==> src/rtl/i2c_pkg.sv <==
// i2c_pkg: shared definitions for the byte-level I2C master.
//   - cmd and status bit positions
//   - byte FSM state encoding, quarter-phase encoding, bit-slot kind
//   - next_stage(): picks the next stage of a command from its remaining bits
package i2c_pkg;

   // cmd register bit positions
   localparam int CMD_START = 7;
   localparam int CMD_STOP  = 6;
   localparam int CMD_READ  = 5;
   localparam int CMD_WRITE = 4;
   localparam int CMD_ACK   = 3;

   // status register bit positions
   localparam int ST_BUSY     = 7;
   localparam int ST_NACK     = 6;
   localparam int ST_DONE     = 5;
   localparam int ST_BUS_BUSY = 0;

   typedef enum logic [2:0] {
      S_IDLE,
      S_START,
      S_WRITE,
      S_READ,
      S_ACK,
      S_STOP
   } state_t;

   // Quarters of one SCL bit period
   typedef enum logic [1:0] {
      PH_A,
      PH_B,
      PH_C,
      PH_D
   } phase_t;

   // What the bit controller is currently sequencing
   typedef enum logic [1:0] {
      SLOT_IDLE,
      SLOT_START,
      SLOT_DATA,
      SLOT_STOP
   } slot_t;

   // Stages run in the fixed order START, WRITE/READ, STOP; unset ones are skipped.
   function automatic state_t next_stage(input logic start, input logic wr,
                                         input logic rd, input logic stop);
      if (start)     return S_START;
      else if (wr)   return S_WRITE;
      else if (rd)   return S_READ;
      else if (stop) return S_STOP;
      else           return S_IDLE;
   endfunction

endpackage

==> src/rtl/i2c_bit_ctrl.sv <==
// i2c_bit_ctrl: quarter-tick divider, SCL stretch hold, A..D phase sequencing
// and open-drain line drive for one bit slot at a time.
// Ports:
//   clk, rst_   system clock / async active-low reset
//   slot        slot_t kind being sequenced (SLOT_IDLE stops and clears counters)
//   tx_bit      SDA level for a data slot (1 = release)
//   hold_scl    keep SCL low while idle / in START phase A (bus owned between START and STOP)
//   scl_i       SCL line level, low during phase B means the target is stretching
//   scl_oen     0 = pull SCL low, 1 = release
//   sda_oen     0 = pull SDA low, 1 = release
//   sample      one-clk strobe at the end of phase C
//   bit_end     one-clk strobe at the end of phase D (slot complete)
module i2c_bit_ctrl #(
   parameter int CLK_DIV = 125
) (
   input  logic       clk,
   input  logic       rst_,
   input  logic [1:0] slot,
   input  logic       tx_bit,
   input  logic       hold_scl,
   input  logic       scl_i,
   output logic       scl_oen,
   output logic       sda_oen,
   output logic       sample,
   output logic       bit_end
);
   import i2c_pkg::*;

   localparam int QW = (CLK_DIV > 1) ? $clog2(CLK_DIV) : 1;

   logic [QW-1:0] qcnt;
   phase_t        phase;
   logic          active;
   logic          stretch;
   logic          q_wrap;

   assign active  = (slot != SLOT_IDLE);
   // SCL is released in phase B; a low line there is the target holding the clock.
   assign stretch = (phase == PH_B) && !scl_i;
   assign q_wrap  = active && !stretch && (qcnt == QW'(CLK_DIV - 1));
   assign sample  = q_wrap && (phase == PH_C);
   assign bit_end = q_wrap && (phase == PH_D);

   // NOTE: state registers use non-blocking assignments so every flop samples
   // pre-edge values; blocking here would create order-dependent simulation.
   always_ff @(posedge clk or negedge rst_) begin
      if (!rst_) begin
         qcnt  <= '0;
         phase <= PH_A;
      end else if (!active) begin
         qcnt  <= '0;
         phase <= PH_A;
      end else if (!stretch) begin
         if (q_wrap) begin
            qcnt  <= '0;
            phase <= phase_t'(phase + 2'd1);   // D wraps to A of the next slot
         end else begin
            qcnt <= qcnt + 1'b1;
         end
      end
   end

   // NOTE: both outputs get a default before the case so no path leaves them
   // unassigned, which would otherwise infer a latch.
   always_comb begin
      scl_oen = 1'b1;
      sda_oen = 1'b1;
      unique case (slot_t'(slot))
         SLOT_IDLE: scl_oen = ~hold_scl;
         SLOT_START: begin
            unique case (phase)
               PH_A: scl_oen = ~hold_scl;   // low only for a repeated START
               PH_B: ;
               PH_C: sda_oen = 1'b0;        // SDA falls while SCL high
               PH_D: begin
                  scl_oen = 1'b0;
                  sda_oen = 1'b0;
               end
            endcase
         end
         SLOT_DATA: begin
            scl_oen = (phase == PH_B) || (phase == PH_C);
            sda_oen = tx_bit;
         end
         SLOT_STOP: begin
            unique case (phase)
               PH_A: begin
                  scl_oen = 1'b0;
                  sda_oen = 1'b0;
               end
               PH_B: sda_oen = 1'b0;
               PH_C: ;                      // SDA rises while SCL high
               PH_D: ;
            endcase
         end
      endcase
   end

endmodule

==> src/rtl/i2c_fsm_master.sv <==
// i2c_fsm_master: byte-level I2C master driven by START/STOP/READ/WRITE commands.
// Ports:
//   clk, rst_      system clock / async active-low reset
//   cmd, cmd_valid command strobe, accepted when not busy
//   din            byte to send, captured at accept
//   dout           last byte received, updated at the end of a READ's ACK slot
//   status         [7]busy [6]nack [5]done pulse [0]bus_busy
//   scl_i/o/oen    SCL open-drain (o tied 0, oen 0 = pull low)
//   sda_i/o/oen    SDA open-drain (o tied 0, oen 0 = pull low)
module i2c_fsm_master #(
   parameter int CLK_DIV = 125
) (
   input  logic       clk,
   input  logic       rst_,
   input  logic [7:0] cmd,
   input  logic       cmd_valid,
   input  logic [7:0] din,
   output logic [7:0] dout,
   output logic [7:0] status,
   input  logic       scl_i,
   output logic       scl_o,
   output logic       scl_oen,
   input  logic       sda_i,
   output logic       sda_o,
   output logic       sda_oen
);
   import i2c_pkg::*;

   state_t     state, state_n;
   logic       accept, finish;
   logic       busy, done, nack, bus_busy;
   logic       stop_q, rd_q, wr_q, ack_q;
   logic [7:0] sh;
   logic [2:0] bit_cnt;
   slot_t      slot;
   logic       tx_bit, sample, bit_end;
   logic       cmd_unused;

   logic cmd_wr, cmd_rd;
   assign cmd_wr     = cmd[CMD_WRITE];
   assign cmd_rd     = cmd[CMD_READ] & ~cmd[CMD_WRITE];   // WRITE wins when both set
   assign cmd_unused = ^cmd[2:0];

   assign accept = cmd_valid && !busy;
   assign scl_o  = 1'b0;
   assign sda_o  = 1'b0;
   assign status = {busy, nack, done, 4'b0000, bus_busy};

   i2c_bit_ctrl #(.CLK_DIV(CLK_DIV)) u_bit (
      .clk      (clk),
      .rst_     (rst_),
      .slot     (slot),
      .tx_bit   (tx_bit),
      .hold_scl (bus_busy),
      .scl_i    (scl_i),
      .scl_oen  (scl_oen),
      .sda_oen  (sda_oen),
      .sample   (sample),
      .bit_end  (bit_end)
   );

   always_ff @(posedge clk or negedge rst_) begin
      if (!rst_) state <= S_IDLE;
      else       state <= state_n;
   end

   always_comb begin
      state_n = state;
      finish  = 1'b0;
      unique case (state)
         S_IDLE: begin
            if (accept)    state_n = next_stage(cmd[CMD_START], cmd_wr, cmd_rd, cmd[CMD_STOP]);
            else if (busy) finish  = 1'b1;   // empty command: done one cycle after accept
         end
         S_START: if (bit_end) state_n = next_stage(1'b0, wr_q, rd_q, stop_q);
         S_WRITE, S_READ: if (bit_end && bit_cnt == 3'd0) state_n = S_ACK;
         S_ACK:   if (bit_end) state_n = next_stage(1'b0, 1'b0, 1'b0, stop_q);
         S_STOP:  if (bit_end) state_n = S_IDLE;
         default: state_n = S_IDLE;
      endcase
      if (state != S_IDLE && state_n == S_IDLE) finish = 1'b1;
   end

   // Slot kind and SDA level handed to the bit controller
   always_comb begin
      slot   = SLOT_IDLE;
      tx_bit = 1'b1;
      unique case (state)
         S_IDLE:  ;
         S_START: slot = SLOT_START;
         S_WRITE: begin
            slot   = SLOT_DATA;
            tx_bit = sh[7];
         end
         S_READ:  slot = SLOT_DATA;
         S_ACK: begin
            slot   = SLOT_DATA;
            tx_bit = rd_q ? ack_q : 1'b1;   // after WRITE the target owns SDA
         end
         S_STOP:  slot = SLOT_STOP;
         default: ;
      endcase
   end

   always_ff @(posedge clk or negedge rst_) begin
      if (!rst_) begin
         busy     <= 1'b0;
         done     <= 1'b0;
         nack     <= 1'b0;
         bus_busy <= 1'b0;
         stop_q   <= 1'b0;
         rd_q     <= 1'b0;
         wr_q     <= 1'b0;
         ack_q    <= 1'b0;
         sh       <= '0;
         bit_cnt  <= '0;
         dout     <= '0;
      end else begin
         done <= finish;
         if (finish) busy <= 1'b0;

         if (accept) begin
            busy    <= 1'b1;
            stop_q  <= cmd[CMD_STOP];
            rd_q    <= cmd_rd;
            wr_q    <= cmd_wr;
            ack_q   <= cmd[CMD_ACK];
            sh      <= din;
            bit_cnt <= 3'd7;
         end

         // Down-counter wraps 0 -> 7 on entering ACK, ready for the next byte
         if ((state == S_WRITE || state == S_READ) && bit_end)
            bit_cnt <= bit_cnt - 3'd1;

         if (state == S_WRITE && bit_end) sh <= {sh[6:0], 1'b0};
         if (state == S_READ && sample)   sh <= {sh[6:0], sda_i};

         if (state == S_ACK && sample && wr_q) nack <= sda_i;
         if (state == S_ACK && bit_end && rd_q) dout <= sh;

         if (state == S_START && sample) bus_busy <= 1'b1;
         if (state == S_STOP && sample)  bus_busy <= 1'b0;
      end
   end

endmodule

==> config.mk <==
export PLATFORM = sky130hd
export DESIGN_NAME = i2c_fsm_master
export DESIGN_NICKNAME = d
export VERILOG_FILES = /design/src/rtl/i2c_pkg.sv /design/src/rtl/i2c_bit_ctrl.sv /design/src/rtl/i2c_fsm_master.sv
export SDC_FILE = /design/constraint.sdc
export NUM_CORES = 1
export LEC_CHECK = 0
export CORE_ASPECT_RATIO = 0.8
export CORE_MARGIN = 2
export CORE_UTILIZATION = 47
export CTS_CLUSTER_DIAMETER = 150
export CTS_CLUSTER_SIZE = 24
export DETAILED_ROUTE_END_ITERATION = 7
export PLACE_DENSITY = 0.76
export RECOVER_POWER = 25
export SLEW_MARGIN = 20
export SYNTH_ARGS = -nofsm -noshare
export SYNTH_HDL_FRONTEND = slang
export SYNTH_SLANG_ARGS = --single-unit
==> constraint.sdc <==
create_clock -name clk -period 2.1 [get_ports clk]
set_input_delay 0.21 -clock clk [delete_from_list [all_inputs] [get_ports clk]]
set_output_delay 0.21 -clock clk [all_outputs]
set_load 0.02 [all_outputs]
==> results_dict.tcl <==
set metrics [dict create \
    cp-start-kind "flip-flop" \
    n_fill_cell 379 \
    setup_violations 0 \
    rows 22 \
    fin_crit_ns 2.04 \
    synth_compound_area_share_pct 12.0 \
    cts_made_buffers 5 \
    antenna_found_initial 0 \
    drv_slew 0 \
    cts_hold_buf 0 \
    ys_ff_latch 39 \
    crit_path_max_incr_delay_ns 0.48 \
    hpwl_um 3710 \
    synth_top_area_cell "dfrtp_1" \
    multi_input_area_um2 1180 \
    io_buffers 31 \
    synth_fa_ha_area_share_pct 4.47 \
    hold_viol_final 0 \
    drt_iter0_markers 153 \
    required_ns 2.27 \
    yosys-mux-area-fraction_pct 9.16 \
    vias 1885 \
    grt-ovfl-total 0 \
    fp.dieH_um 65.7 \
    powerDensity_nw_per_um2 678 \
    initial_core_util_pct 48.7 \
    cpLargestDelayFamily "simple AND/OR/NAND/NOR gates" \
    htree_levels 2 \
    whs_ns 0.0567 \
    synth_top_area_share_pct 43.6 \
    grtUsageTotal_pct 20.6 \
    grt_setup_unrepaired "yes" \
    cpMaxStageDelayCell "or4_4" \
    viasPerCell 5.39 \
    fin_crit_sh_pct 97.0 \
    ant_nets 0 \
    synth_area_um2 2240 \
    diodes 0 \
    cts_sinks 39 \
    yosys.cell_types.count 48 \
    area_delta_synth_final_pct 29.0 \
    drcViolationCount 0 \
    slew_headroom_pct 37.2 \
    tritoncts "yes" \
    ys.flop_type "dfrtp_1" \
    first_pass_iters 4 \
    max_cap_viol_count 0 \
    synthXorXnorAreaFrac_pct 1.56 \
    cp_data_arrival_time_ns 2.21 \
    critPathMaxFanout 9 \
    layout_common_cells "dfrtp_1 (39), buf_4 (32), nand2_1 (30)" \
    crit_buf_inv 1 \
    drive_gt1_share_pct 25.9 \
    worst_slew_pin_slew_ns 0.941 \
    critPathKind "reg2reg" \
    synth-simple-area-share_pct 21.5 \
    final_core_util_pct 62.8 \
    core_area_um2 4600 \
    totalWireLength_um 5040 \
    worstRegToRegCells 7 \
    fp.dieW_um 81.2 \
    syn_avg_cell_area_um2 9.49 \
    layout.nets 320 \
    fmaxAchievable_ghz 0.491 \
    yosys-top-cells-area "dfrtp_1 (44%), mux2_2 (6.0%), nand2_1 (5.0%)" \
    final_common_cell "dfrtp_1" \
    synthCells 236 \
    wire_per_inst_um 14.4 \
    ios 41 \
    grt_pass1_wl_um 8280 \
    synth_edf_count 0 \
    yosysWarnings 0 \
    die-area_um2 5340 \
    insertion_delay_ns 0.29 \
    cp-end-kind "flip-flop" \
    hold_path.class "in2async" \
    synth_top_family_by_area "simple AND/OR/NAND/NOR gates" \
    ys_async_sr_fraction_pct 100 \
    globalplace.congestion 0.837 \
    grt_max_degree 40 \
    path_depth 7 \
    path_clk_slew_ns 0.07 \
    root_buffer "clkbuf_8" \
    grt_pass1_vias 1848 \
    seqCellArea_um2 976 \
    clk_path_buf_depth 2 \
    power_uw 1960 \
    skew_ns 0.00545 \
    seq_area_frac_synth_pct 43.6 \
    status "finished, final reports clean" \
    vdd_drop_max_mv 0.457 \
    leakage_uw 0.00131 \
    path_cells "buf_4 -> nand2b_4 -> or4_4 -> a41o_1 -> o211ai_2 -> nor4_4 -> mux2_2" \
]
-- flip-flops by register name (all words and copies together), names as in the netlist, 2 cells and up --
register / cells
dout: 8
sh: 8
u_bit.qcnt: 7
bit_cnt: 3
state: 3
u_bit.phase: 2
-- layout make-up --
type                            instances  share of cell area, %
Clock buffer                            6                   2.51
Inverter                                9                   1.17
Multi-Input combinational cell        172                   40.7
Sequential cell                        39                   33.8
Tap cell                               60                   2.60
Timing Repair Buffer                   64                   19.2
-- synth_stat cells, types with 2 or more instances --
| cell type | instances |
|---|---|
| nand2b_1 | 4 |
| or4_1 | 2 |
| nand2_1 | 30 |
| mux2i_1 | 7 |
| nand4_1 | 5 |
| buf_4 | 11 |
| dfrtp_1 | 39 |
| nor3_1 | 5 |
| nor4_1 | 2 |
| ha_1 | 8 |
| inv_1 | 9 |
| nor2b_1 | 2 |
| or3_1 | 2 |
| nand3_1 | 11 |
| a21oi_1 | 11 |
| buf_2 | 2 |
| mux2_2 | 12 |
| clkbuf_1 | 6 |
| xor2_1 | 3 |
| o21ai_0 | 18 |
| nor2_1 | 17 |
| o31ai_1 | 2 |
| nand3b_1 | 2 |
| buf_6 | 2 |
-- metrics by stage --
step | worst slack, ns | instances | setup TNS, ns | area [um2]
2_1_floorplan | 0.0673 | 241 | 0 | 2260
4_1_cts | -0.0351 | 349 | -0.0351 | 2830
6_report | 0.0639 | 350 | 0 | 2890
3_5_place_dp | -0.0571 | 343 | -0.0930 | 2750
3_3_place_gp | 0.0295 | 343 | 0 | 2750
5_1_grt | -0.0527 | 350 | -0.160 | 2890
-- report_power, final --
part | switching (uW) | internal [uW] | total [uW]
combinational | 297 | 257 | 554
sequential | 89.9 | 864 | 954
clock | 231 | 221 | 452
total | 618 | 1340 | 1960
-- logic make-up (layout without fill, tap and decap cells) --
family                     count (synthesis)  count (layout)
adders and majority gates                  8               8
xor gates and xnor gates                   4               4
muxes                                     19              19
DFF                                       39              39
other                                      1               6
AOI/OAI and AO/OA                         43              43
and+or+nand+nor                           92              92
buffers and inverters                     30              79
-- final timing paths --
path                             from  slack, ns       endpoint
min in group clk           bit_cnt[0]       0.47     bit_cnt[0]
hold reg to reg            bit_cnt[0]       0.47     bit_cnt[0]
setup / recovery             state[1]       0.06           done
max in group asynchronous        rst_       1.46        dout[4]
setup reg to reg             state[1]       0.06           done
hold / removal                   rst_       0.06  u_bit.qcnt[3]
-- timing repair --
item,4_1_cts,5_1_grt
endpoints found under the setup margin,4,10
pin swaps,0,2
buffers inserted,0,2
resized for setup,4,18
-- layer usage --
metal | wire, um | global-route usage (%) | up-vias
met5 | 0 | 0 | -
met2 | 2310 | 32.4 | 54
met4 | 71 | 7.63 | 0
li1 | - | - | 923
met1 | 2400 | 27.8 | 898
met3 | 259 | 4.40 | 10
Power figures use the tool's default switching activity.
